**config.mk**
```make
export PLATFORM = sky130hd
export DESIGN_NAME = llc_req_arbiter_flat
export DESIGN_NICKNAME = d
export VERILOG_FILES = /design/src/rtl/llc_req_arbiter_if.sv /design/src/rtl/llc_req_arbiter.sv /design/src/flat_wrapper.sv
export SDC_FILE = /design/constraint.sdc
export NUM_CORES = 1
export LEC_CHECK = 0
export BUFFER_PORTS_ARGS = -buffer_cell sky130_fd_sc_hd__buf_4
export CAP_MARGIN = 15
export CORE_MARGIN = 2
export CORE_UTILIZATION = 45
export DETAILED_ROUTE_END_ITERATION = 10
export PLACE_DENSITY_LB_ADDON = 0.12
export SETUP_SLACK_MARGIN = 0.5
export SLEW_MARGIN = 10
export SYNTH_ARGS = -nofsm -noshare
export SYNTH_HDL_FRONTEND = slang
export SYNTH_SLANG_ARGS = --single-unit
```
**constraint.sdc**
```tcl
create_clock -name clock -period 2.9 [get_ports clock]
set_input_delay 0.435 -clock clock [delete_from_list [all_inputs] [get_ports clock]]
set_output_delay 0.435 -clock clock [all_outputs]
set_load 0.005 [all_outputs]
```
**src/rtl/llc_req_arbiter_if.sv**
```systemverilog
// llc_req_arbiter_if: request, issue and completion signals between the trace decoder, the arbiter and the LLC
interface llc_req_arbiter_if #(
    parameter int ADDR_WIDTH = 32,
    parameter int OP_WIDTH   = 4
);
    logic                  snp_valid;
    logic [OP_WIDTH-1:0]   snp_op;
    logic [ADDR_WIDTH-1:0] snp_addr;
    logic                  snp_ready;
    logic                  l1d_valid;
    logic [OP_WIDTH-1:0]   l1d_op;
    logic [ADDR_WIDTH-1:0] l1d_addr;
    logic                  l1d_ready;
    logic                  l1i_valid;
    logic [ADDR_WIDTH-1:0] l1i_addr;
    logic                  l1i_ready;
    logic                  llc_valid;
    logic [OP_WIDTH-1:0]   llc_op;
    logic [ADDR_WIDTH-1:0] llc_addr;
    logic [1:0]            llc_src;
    logic                  llc_done;
    logic                  busy;

    modport master (
        output snp_valid, snp_op, snp_addr, l1d_valid, l1d_op, l1d_addr, l1i_valid, l1i_addr, llc_done,
        input  snp_ready, l1d_ready, l1i_ready, llc_valid, llc_op, llc_addr, llc_src, busy
    );

    modport slave (
        input  snp_valid, snp_op, snp_addr, l1d_valid, l1d_op, l1d_addr, l1i_valid, l1i_addr, llc_done,
        output snp_ready, l1d_ready, l1i_ready, llc_valid, llc_op, llc_addr, llc_src, busy
    );
endinterface

```
**src/rtl/llc_req_arbiter.sv**
```systemverilog
// llc_req_arbiter: issues one snoop/L1D/L1I op at a time into the LLC pipeline and holds it until llc_done
module llc_req_arbiter #(
    parameter int ADDR_WIDTH   = 32,
    parameter int OP_WIDTH     = 4,
    parameter int STARVE_LIMIT = 4
) (
    input  logic             clock,
    input  logic             reset,
    llc_req_arbiter_if.slave bus
);
    localparam int CW = $clog2(STARVE_LIMIT + 1);
    localparam logic [CW-1:0] STARVE_MAX = CW'(STARVE_LIMIT);
    localparam logic [OP_WIDTH-1:0] OP_IFETCH = OP_WIDTH'(2);

    typedef enum logic {IDLE, BUSY} state_t;

    state_t                state, state_d;
    logic [OP_WIDTH-1:0]   op_q;
    logic [ADDR_WIDTH-1:0] addr_q;
    logic [1:0]            src_q;
    logic                  rr_ptr;
    logic [CW-1:0]         starve_cnt;
    logic                  idle, l1_any, l1_first, snp_gnt, l1d_gnt, l1i_gnt;

    // Readys are suppressed during reset so nothing is granted while the block is held.
    always_comb begin
        idle     = state == IDLE && !reset;
        l1_any   = bus.l1d_valid | bus.l1i_valid;
        l1_first = starve_cnt == STARVE_MAX && l1_any;
        snp_gnt  = idle && bus.snp_valid && !l1_first;
        l1d_gnt  = idle && !snp_gnt && bus.l1d_valid && (!rr_ptr || !bus.l1i_valid);
        l1i_gnt  = idle && !snp_gnt && bus.l1i_valid && (rr_ptr || !bus.l1d_valid);
        state_d  = state == IDLE ? ((snp_gnt | l1d_gnt | l1i_gnt) ? BUSY : IDLE)
                                 : (bus.llc_done ? IDLE : BUSY);
    end

    always_ff @(posedge clock) begin
        if (reset) state <= IDLE;
        else       state <= state_d;
    end

    // rr_ptr: 0 favours L1D, 1 favours L1I.
    always_ff @(posedge clock) begin
        if (reset) begin
            op_q       <= '0;
            addr_q     <= '0;
            src_q      <= 2'd0;
            rr_ptr     <= 1'b0;
            starve_cnt <= '0;
        end else if (snp_gnt) begin
            op_q   <= bus.snp_op;
            addr_q <= bus.snp_addr;
            src_q  <= 2'd1;
            if (l1_any && starve_cnt != STARVE_MAX) starve_cnt <= starve_cnt + 1'b1;
        end else if (l1d_gnt) begin
            op_q       <= bus.l1d_op;
            addr_q     <= bus.l1d_addr;
            src_q      <= 2'd2;
            rr_ptr     <= 1'b1;
            starve_cnt <= '0;
        end else if (l1i_gnt) begin
            op_q       <= OP_IFETCH;
            addr_q     <= bus.l1i_addr;
            src_q      <= 2'd3;
            rr_ptr     <= 1'b0;
            starve_cnt <= '0;
        end else if (state == BUSY && bus.llc_done) begin
            src_q <= 2'd0;
        end
    end

    assign bus.snp_ready = snp_gnt;
    assign bus.l1d_ready = l1d_gnt;
    assign bus.l1i_ready = l1i_gnt;
    assign bus.llc_valid = state == BUSY;
    assign bus.busy      = state == BUSY;
    assign bus.llc_op    = op_q;
    assign bus.llc_addr  = addr_q;
    assign bus.llc_src   = src_q;
endmodule
```
**src/flat_wrapper.sv**
```systemverilog
// flat-port wrapper written by rule: the top's interface ports become plain ports
module llc_req_arbiter_flat 
#(
    parameter int ADDR_WIDTH   = 32,
    parameter int OP_WIDTH     = 4,
    parameter int STARVE_LIMIT = 4
)
  (clock, reset, bus_snp_valid, bus_snp_op, bus_snp_addr, bus_l1d_valid, bus_l1d_op, bus_l1d_addr, bus_l1i_valid, bus_l1i_addr, bus_llc_done, bus_snp_ready, bus_l1d_ready, bus_l1i_ready, bus_llc_valid, bus_llc_op, bus_llc_addr, bus_llc_src, bus_busy);
  llc_req_arbiter_if #(.ADDR_WIDTH(ADDR_WIDTH), .OP_WIDTH(OP_WIDTH)) bus_i ();
  input  logic clock;
  input  logic reset;
  input wire logic [$bits(bus_i.snp_valid)-1:0] bus_snp_valid;
  input wire logic [$bits(bus_i.snp_op)-1:0] bus_snp_op;
  input wire logic [$bits(bus_i.snp_addr)-1:0] bus_snp_addr;
  input wire logic [$bits(bus_i.l1d_valid)-1:0] bus_l1d_valid;
  input wire logic [$bits(bus_i.l1d_op)-1:0] bus_l1d_op;
  input wire logic [$bits(bus_i.l1d_addr)-1:0] bus_l1d_addr;
  input wire logic [$bits(bus_i.l1i_valid)-1:0] bus_l1i_valid;
  input wire logic [$bits(bus_i.l1i_addr)-1:0] bus_l1i_addr;
  input wire logic [$bits(bus_i.llc_done)-1:0] bus_llc_done;
  output wire logic [$bits(bus_i.snp_ready)-1:0] bus_snp_ready;
  output wire logic [$bits(bus_i.l1d_ready)-1:0] bus_l1d_ready;
  output wire logic [$bits(bus_i.l1i_ready)-1:0] bus_l1i_ready;
  output wire logic [$bits(bus_i.llc_valid)-1:0] bus_llc_valid;
  output wire logic [$bits(bus_i.llc_op)-1:0] bus_llc_op;
  output wire logic [$bits(bus_i.llc_addr)-1:0] bus_llc_addr;
  output wire logic [$bits(bus_i.llc_src)-1:0] bus_llc_src;
  output wire logic [$bits(bus_i.busy)-1:0] bus_busy;
  assign bus_i.snp_valid = bus_snp_valid;
  assign bus_i.snp_op = bus_snp_op;
  assign bus_i.snp_addr = bus_snp_addr;
  assign bus_i.l1d_valid = bus_l1d_valid;
  assign bus_i.l1d_op = bus_l1d_op;
  assign bus_i.l1d_addr = bus_l1d_addr;
  assign bus_i.l1i_valid = bus_l1i_valid;
  assign bus_i.l1i_addr = bus_l1i_addr;
  assign bus_i.llc_done = bus_llc_done;
  assign bus_snp_ready = bus_i.snp_ready;
  assign bus_l1d_ready = bus_i.l1d_ready;
  assign bus_l1i_ready = bus_i.l1i_ready;
  assign bus_llc_valid = bus_i.llc_valid;
  assign bus_llc_op = bus_i.llc_op;
  assign bus_llc_addr = bus_i.llc_addr;
  assign bus_llc_src = bus_i.llc_src;
  assign bus_busy = bus_i.busy;
  llc_req_arbiter #(.ADDR_WIDTH(ADDR_WIDTH), .OP_WIDTH(OP_WIDTH), .STARVE_LIMIT(STARVE_LIMIT)) u_core (.clock(clock), .reset(reset), .bus(bus_i));
endmodule
```
==> impl_metrics.env <==
export IMPL_die_y_um=75.2
export IMPL_critPathLaunchType="register"
export IMPL_core_area_um2=4820
export IMPL_worstSetupPathType="register to output port"
export IMPL_ff2ff_path_depth=7
export IMPL_slew_violations=0
export IMPL_cts_htree_levels=2
export IMPL_cp_required_ns=2.47
export IMPL_row_count=25
export IMPL_wl_per_cell_um=14.5
export IMPL_dp_hpwl_mm=5.19
export IMPL_synth_area_um2=2280
export IMPL_async_flop_share_pct=0
export IMPL_powerDensity_nw_per_um2=409
export IMPL_outcome="complete, no violations"
export IMPL_avgSynthCellArea_um2=8.07
export IMPL_grt_use_total_pct=24.2
export IMPL_nFillCells=425
export IMPL_post_cts_setup_buffers=0
export IMPL_final_cell_mix="buf_4 (156), nand2_1 (66), dfxtp_1 (43)"
export IMPL_grt_max_degree=49
export IMPL_ys_warnings_count=0
export IMPL_cts_buffers=5
export IMPL_via_count=2612
export IMPL_arrival_ns=1.68
export IMPL_ys_seq_area_share_pct=37.7
export IMPL_clockBufferDepth=2
export IMPL_ys_ff_latch=43
export IMPL_syn_to_final_growth_pct=51.9
export IMPL_maxCapViolCount=0
export IMPL_synthFlopType="dfxtp_1"
export IMPL_yosysUniqueCellTypes=36
export IMPL_worstPathCellList="inv_1 > ha_1 > o211ai_2 > nand2_4 > nor2_1 > buf_4"
export IMPL_rsz0062_at_grt="false"
export IMPL_fp_dieW_um=75.2
export IMPL_whs_path_depth=2
export IMPL_cts_root_buf="clkbuf_8"
export IMPL_cts_num_sinks=43
export IMPL_fin_setup_tns_ns=0
export IMPL_diodes=0
export IMPL_globalplace_congestion=0.847
export IMPL_synth_edf_count=0
export IMPL_setup_viol=0
export IMPL_crit_fanout=27
export IMPL_cp_slowest_cell="dfxtp_1"
export IMPL_nets=534
export IMPL_p_leak_nw=1.68
export IMPL_grt_pass1_vias=2361
export IMPL_fin_crit_ns=2.11
export IMPL_slew_headroom_pct=43.2
export IMPL_clock_fmax_mhz=473
export IMPL_ios=153
export IMPL_start_util_pct=47.4
export IMPL_synthCells=283
export IMPL_fp_dieArea_um2=5660
export IMPL_holdWs_ns=0.405
export IMPL_routed_wl_mm=7.08
export IMPL_cts_tree="done"
export IMPL_ctsResizeCount=0
export IMPL_worstSkewPairLatency_ns=0.29
export IMPL_drtIter0Drc=149
export IMPL_port_buffer_count=152
export IMPL_route_detailed_drc=0
export IMPL_finClkSkew_ns=0.00733
export IMPL_synth_nets=395
export IMPL_grt_overflow=0
export IMPL_crit_path_end_kind="output port"
export IMPL_worstHoldPathType="input pin to register"
export IMPL_cts_hold_buf=0
export IMPL_ir_drop_mv=0.278
export IMPL_antenna_found_initial=0
export IMPL_path_clk_slew_ns=0.07
export IMPL_drt_first_pass_iters=4
export IMPL_grt_pass1_wl_mm=10.6
export IMPL_finalHoldViolCount=0
export IMPL_drive_gt1_share_pct=40.1
export IMPL_final_antenna_net_count=0
export IMPL_layout_commonest_cell="buf_4"
export IMPL_fin_crit_sh_pct=72.9
export IMPL_max_stage_delay_ns=0.38
export IMPL_routed_via_density=5.35
export IMPL_tightest_slew_ns=0.850
[power by group]
group	internal, W	switching, W	total [W]
clock	0.000161	0.000190	0.000351
combinational	0.000228	0.000164	0.000392
sequential	0.000644	0.0000326	0.000676
total	0.00103	0.000387	0.00142
[cell type report]
type | count | area [um2] | area share [%]
multi-input cells | 213 | 1270 | 36.6
repair buffers | 156 | 1170 | 33.8
flip-flops and latches | 43 | 861 | 24.8
well taps | 67 | 83.8 | 2.42
clock buffers | 6 | 72.6 | 2.09
inverters | 3 | 11.3 | 0.325
[critical path, delay by kind of cell, from the launching register on]
family                   cells  cell delay (ns)
AO/OA/AOI/OAI                1             0.12
buffers and inverters        2             0.21
flip-flops                   1             0.38
AND/OR/NAND/NOR              2             0.46
adder cells (fa/ha/maj)      1             0.22
[worst paths after layout]
kind,endpoint,slack (ns),from
max,bus_snp_ready,0.79,u_core.starve_cnt[0]
min reg2reg,u_core.bus.llc_addr[3],0.47,u_core.bus.llc_addr[3]
min,u_core.bus.llc_src[1],0.40,reset
max reg2reg,u_core.bus.llc_addr[18],1.02,u_core.starve_cnt[0]
[synth_stat cells, types with 2 or more instances]
library cell | number | area [um2]
mux2i_1 | 3 | 30.0
o21ai_0 | 13 | 65.1
clkbuf_1 | 3 | 11.3
o21bai_1 | 2 | 15.0
and3_1 | 33 | 206
a21oi_1 | 5 | 25.0
dfxtp_1 | 43 | 861
inv_1 | 3 | 11.3
buf_6 | 4 | 45.0
buf_2 | 14 | 70.1
nand2b_1 | 2 | 12.5
o2bb2ai_1 | 35 | 307
nor2_1 | 9 | 33.8
o21ai_1 | 20 | 100
nand2_1 | 67 | 251
ha_1 | 2 | 25.0
buf_4 | 3 | 22.5
a211oi_1 | 2 | 15.0
and2_1 | 3 | 18.8
[layer usage]
layer  track usage (%)  up-vias  part of all wire, %
met3              6.16       22                   10
met2              40.5      131                   46
met4              9.94        0                  2.8
met5                 0        -                    0
met1              29.7     1176                   41
li1                  -     1283                    -
[stage by stage]
stage	std cells	utilization, %	total power (W)	area (um2)	setup slack [ns]
after floorplan	283	-	0.000859	2280	1.27
after global placement	482	70.4	0.00108	3390	0.942
after detailed placement	482	70.4	0.00108	3390	0.881
after CTS	488	71.9	0.00143	3460	0.645
after global routing	488	72.0	0.00150	3470	0.645
final	488	72.0	0.00142	3470	0.786
[state kept, by name (all words and copies together), names as in the netlist]
signal	flops
u_core.bus.llc_src	2
u_core.rr_ptr	1
u_core.bus.llc_addr	32
u_core.bus.busy	1
u_core.bus.llc_op	4
u_core.starve_cnt	3
[logic make-up after synthesis]
| group | share of synthesized area [%] |
|---|---|
| compound gates | 27.5 |
| mux | 1.32 |
| simple gates | 25.4 |
| buf+inv | 7.01 |
| flops | 37.7 |
| fa+ha+maj | 1.10 |
(Power assumes the default switching activity.)
